===== src/rtl/simon_datapath.sv =====
// ---------------------------------------------------------------------------
// simon_datapath
//
// Datapath partner of the Simon game controller FSM. It holds every counter
// the controller steers: the pacing timer, the user timer, the score, the
// step counter and the LFSR that produces the light sequence. It also
// synchronises the player switches and drives the LEDs.
//
// Ports
//   clk, rst                 clock and synchronous active-high reset
//   timerCntEn, timerRst     pacing timer increment / clear
//   uTimerCntEn, uTimerRst   user timer increment / clear
//   scoreCntEn, scoreCntRst  score increment / clear
//   seqCntEn, seqCntRst      step counter increment / clear
//   rndSeqEn, rndSeqRst      LFSR advance / reload
//   lightAllSl, lightRndSl   LED selects (all lights, current sequence light)
//   simonsTurn               0 while the player enters switches (echoed to LEDs)
//   fini                     game over from the controller
//   sw[3:0]                  raw player switches
//   timerGtN, timerOut       pacing timer status
//   uTimerOut                user timer expired
//   seqEqScore               step counter has caught up with the score
//   anySwitch, switchMatch   synchronised switch status
//   led[3:0]                 registered light outputs
//   score                    current score
//   gameOver                 registered copy of fini
// ---------------------------------------------------------------------------
module simon_datapath #(
  parameter int          TIMER_W    = 8,
  parameter int          TIMER_MAX  = 200,
  parameter int          TIMER_N    = 100,
  parameter int          UTIMER_W   = 10,
  parameter int          UTIMER_MAX = 800,
  parameter int          SCORE_W    = 4,
  parameter logic [15:0] SEED       = 16'hACE1
) (
  input  logic               clk,
  input  logic               rst,
  input  logic               timerCntEn,
  input  logic               timerRst,
  input  logic               uTimerCntEn,
  input  logic               uTimerRst,
  input  logic               scoreCntEn,
  input  logic               scoreCntRst,
  input  logic               seqCntEn,
  input  logic               seqCntRst,
  input  logic               rndSeqEn,
  input  logic               rndSeqRst,
  input  logic               lightAllSl,
  input  logic               lightRndSl,
  input  logic               simonsTurn,
  input  logic               fini,
  input  logic [3:0]         sw,
  output logic               timerGtN,
  output logic               timerOut,
  output logic               uTimerOut,
  output logic               seqEqScore,
  output logic               anySwitch,
  output logic               switchMatch,
  output logic [3:0]         led,
  output logic [SCORE_W-1:0] score,
  output logic               gameOver
);

  // An all-zero seed would lock the LFSR up, so it is replaced by 1.
  localparam logic [15:0]         SEED_EFF  = (SEED == 16'h0000) ? 16'h0001 : SEED;
  localparam logic [TIMER_W-1:0]  TMAX      = TIMER_W'(TIMER_MAX);
  localparam logic [TIMER_W-1:0]  TN        = TIMER_W'(TIMER_N);
  localparam logic [UTIMER_W-1:0] UMAX      = UTIMER_W'(UTIMER_MAX);
  localparam logic [SCORE_W-1:0]  SCORE_TOP = {SCORE_W{1'b1}};

  logic [TIMER_W-1:0]  timer;
  logic [UTIMER_W-1:0] uTimer;
  logic [SCORE_W-1:0]  scoreReg;
  logic [SCORE_W-1:0]  stepReg;
  logic [15:0]         lfsr;
  logic [3:0]          swMeta;
  logic [3:0]          swSync;
  logic [3:0]          idxHot;

  // One Fibonacci step: shift left, taps 15/13/12/10 feed bit 0.
  function automatic logic [15:0] lfsrStep(input logic [15:0] q);
    return {q[14:0], q[15] ^ q[13] ^ q[12] ^ q[10]};
  endfunction

  // The current sequence light as a one-hot LED pattern.
  assign idxHot = 4'b0001 << lfsr[1:0];

  // Pacing timer wraps from its terminal count back to zero.
  always_ff @(posedge clk) begin
    if (rst || timerRst) begin
      timer <= '0;
    end else if (timerCntEn) begin
      timer <= (timer == TMAX) ? '0 : timer + TIMER_W'(1);
    end
  end

  // User timer sticks at its terminal count so the expiry flag holds.
  always_ff @(posedge clk) begin
    if (rst || uTimerRst) begin
      uTimer <= '0;
    end else if (uTimerCntEn && (uTimer != UMAX)) begin
      uTimer <= uTimer + UTIMER_W'(1);
    end
  end

  // Score and step counters saturate rather than wrap, so a long game
  // never makes seqEqScore fire falsely.
  always_ff @(posedge clk) begin
    if (rst || scoreCntRst) begin
      scoreReg <= '0;
    end else if (scoreCntEn && (scoreReg != SCORE_TOP)) begin
      scoreReg <= scoreReg + SCORE_W'(1);
    end
  end

  always_ff @(posedge clk) begin
    if (rst || seqCntRst) begin
      stepReg <= '0;
    end else if (seqCntEn && (stepReg != SCORE_TOP)) begin
      stepReg <= stepReg + SCORE_W'(1);
    end
  end

  // Reload together with advance lands directly on the first sequence
  // element, so the controller's rewind-and-fetch pair can be repeated
  // without drifting.
  always_ff @(posedge clk) begin
    if (rst) begin
      lfsr <= SEED_EFF;
    end else if (rndSeqRst && rndSeqEn) begin
      lfsr <= lfsrStep(SEED_EFF);
    end else if (rndSeqRst) begin
      lfsr <= SEED_EFF;
    end else if (rndSeqEn) begin
      lfsr <= lfsrStep(lfsr);
    end
  end

  // Two-flop synchroniser for the asynchronous board switches.
  always_ff @(posedge clk) begin
    if (rst) begin
      swMeta <= '0;
      swSync <= '0;
    end else begin
      swMeta <= sw;
      swSync <= swMeta;
    end
  end

  // LED drive with game over taking priority over every select, then the
  // all-lights flash, the sequence light, and finally the switch echo.
  always_ff @(posedge clk) begin
    if (rst) begin
      led      <= '0;
      gameOver <= 1'b0;
    end else begin
      gameOver <= fini;
      if (fini) begin
        led <= 4'h0;
      end else if (lightAllSl) begin
        led <= 4'hF;
      end else if (lightRndSl) begin
        led <= idxHot;
      end else if (!simonsTurn) begin
        led <= swSync;
      end else begin
        led <= 4'h0;
      end
    end
  end

  assign timerOut    = (timer == TMAX);
  assign timerGtN    = (timer > TN);
  assign uTimerOut   = (uTimer == UMAX);
  assign seqEqScore  = (stepReg == scoreReg);
  assign score       = scoreReg;
  assign anySwitch   = |swSync;
  assign switchMatch = (swSync == idxHot);

endmodule


===== config.mk =====
export PLATFORM = sky130hd
export DESIGN_NAME = simon_datapath
export DESIGN_NICKNAME = d
export VERILOG_FILES = /design/src/rtl/simon_datapath.sv
export SDC_FILE = /design/constraint.sdc
export NUM_CORES = 1
export LEC_CHECK = 0
export ABC_AREA = 1
export CAP_MARGIN = 25
export CORE_MARGIN = 2
export CORE_UTILIZATION = 54
export DETAILED_ROUTE_END_ITERATION = 10
export GPL_ROUTABILITY_DRIVEN = 0
export GPL_TIMING_DRIVEN = 0
export PLACE_DENSITY_LB_ADDON = 0.3
export SYNTH_ARGS = -nofsm -noshare
export SYNTH_HDL_FRONTEND = slang
export SYNTH_SLANG_ARGS = --single-unit

===== constraint.sdc =====
create_clock -name clk -period 1.8 [get_ports clk]
set_input_delay 0.54 -clock clk [delete_from_list [all_inputs] [get_ports clk]]
set_output_delay 0.54 -clock clk [all_outputs]
set_load 0.005 [all_outputs]

==> impl_metrics.toml <==
[outcome]
status = "complete, but fails checks"
violations = "setup timing"

[die]
core_sq_um = 4660
dieHeight_um = 73.2
dieArea_sq_um = 5360
fp-row-count = 25
die_x_um = 73.2
io_pins = 35
start_util_pct = 55.5

[detailed_routing]
ant_nets = 0
drt_iter0_markers = 81
post-route-drc-count = 0
wirelength_um = 5250
wl_per_cell_um = 11.1
first_pass_iters = 4
vias = 2410
wl_met2_um = 2640
drt-vias-per-instance = 5.08
wl_met3_um = 160
top_layer = "met4"
drt-met1-wl_um = 2380

[yosys]
async_reset_ff_share_pct = 0
synth_common_cells = "nand2_1, dfxtp_1, nor2_1"
synth_flop_cell = "dfxtp_1"
synth.avg_cell_area_sq_um = 7.06
netlist.area_leader.share_pct = 42.6
netlist_area_sq_um = 2580
synth_fp_nets = 392
synth-seq-area-share_pct = 42.6
synthTopCellsByArea = "dfxtp_1, nand2_1, nor2_1"
synthCells = 366
yosysMostFrequentCell = "nand2_1"
yosysUniqueCellTypes = 29
yosysTopAreaCell = "dfxtp_1"
ys_warn_count = 0
synth_edf_count = 0
ys_ff_latch = 55

[sta]
layout_setup_ws_ps = -130
max_freq_ghz = 0.518
fin_setup_tns_ps = -133
skew_ps = 4.96
finalMaxSlewViolations = 0
rsz0062_at_grt = "true"
hold_viol = 0
setup_viol = 2
post-route-period-util_pct = 107
max_slew_margin_pct = 71.9
timing.hold.ws_ps = 404
finalCriticalPeriod_ps = 1930
tightestPinTransition_ps = 421

[final_layout]
finish.utilization_pct = 69.8
drive_above_1_share_pct = 19.5
nNetsFinal = 445
nFillCells = 388
finalInstanceArea_sq_um = 3250
area_delta_synth_final_pct = 25.8
diodes = 0

[global_route]
grt_pass1_vias = 2145
grt_antenna_before_repair = 0
grt_pass1_wl_um = 8830
grt_max_degree = 17
grt-ovfl-total = 0
grt_usage_pct = 20.6

[setup_path]
cp.required_ps = 1260
worstSetupPathType = "reg -> out"
crit-reg2reg-launch = "timer[0]"
cp_data_arrival_time_ps = 1390
startpoint_type = "register"
end_kind = "primary output"
critPathMaxFanout = 6
worstRegToRegCells = 9
r2r-end = "timer[6]"
r2r_slack_ps = 280

[clock_tree]
cts_tree = "built"
clock-root-buffer = "clkbuf_8"
cts_num_sinks = 55
numCtsBuffers = 5
clk_pin_slew_ps = 100
clk_latency_ps = 310
clockBufferDepth = 2
h-tree-depth = 2

[placed_design]
post-dp-hpwl_um = 3660
place_ws_ps = -334
portBuffers = 32
place_area_sq_um = 2970

[power_and_ir_drop]
leakagePower_uw = 0.00140
p_per_area_nw_per_um2 = 692
vdd.ir_drop.worst_mv = 0.738

[hold_path]
min_to = "swSync[2]"
min_path_type = "reg -> reg"
hold_start = "swMeta[2]"
hold_depth = 2

[flow_run]
maxCapViolations = 0
[how the worst max path moves through the flow]
stage / startpoint / to / slack, ps / depth (start not counted)
after global placement: rst / uTimer[4] / -310 / 5
final: lfsr[0] / switchMatch / -130 / 4
after detailed placement: rst / uTimer[2] / -330 / 5
after floorplan: lfsr[1] / switchMatch / 270 / 4
after CTS: lfsr[0] / switchMatch / -200 / 4
after global routing: lfsr[0] / switchMatch / -250 / 4
[routing by layer]
metal	vias to the layer above	track usage [%]
li1	1274	-
met1	1088	25.2
met2	40	36.1
met3	8	4.01
met4	0	6.38
met5	-	0
[sequential cells by signal, indices dropped and copies added, names as in the netlist]
register  cells
led           4
uTimer       10
timer         8
gameOver      1
stepReg       4
swSync        4
lfsr         16
swMeta        4
score         4
[layout make-up]
cell class	instances	area [sq um]	share of cell area, %
flip-flops and latches	55	1140	35.0
well taps	54	67.6	2.08
multi-input cells	249	1320	40.5
clock inverters	1	8.76	0.269
plain buffers	6	25.0	0.769
repair buffers	46	399	12.3
inverters	56	210	6.46
clock buffers	7	86.3	2.65
[stage by stage]
stage          cells  power [uW]
4_1_cts          472        2260
3_3_place_gp     452        1530
5_1_grt          474        2350
2_1_floorplan    366        1430
3_5_place_dp     452        1540
6_report         474        2250
[kinds of logic after synthesis]
kind of cell,share of synthesized area (%)
DFF,42.6
adders and majority gates,2.90
and+or+nand+nor,30.9
xor gates and xnor gates,3.73
AOI/OAI and AO/OA,10.8
buffers and inverters,9.05
[power by group]
part	switching [uW]	total, uW	internal, uW
registers	24.7	1270	1250
logic	130	255	124
clock network	404	720	316
[critical path, stage by stage (launching register included)]
cell     delay, ps
dfxtp_2        370
or2_4          260
xor2_1         140
nor4_1         150
buf_2          150
[cells in the final DEF (no fill, tap or decap), drive strengths merged, types with 3 or more instances in the layout]
cell type	n
nor3	6
dfxtp	55
nand2	80
a31oi	3
nand4	9
o21ai	23
a21oi	22
xnor2	4
clkbuf	13
ha	6
nor2	59
buf	19
or2	3
xor2	7
nand3	19
clkdlybuf4s50	26
inv	56
[timing repair]
item                       4_1_cts  5_1_grt
setup buffers                   12        2
gates resized for setup         53       14
pin swaps                        9        4
setup endpoints to repair       17        6
hold buffers                     0        0
(Power assumes the default switching activity.)
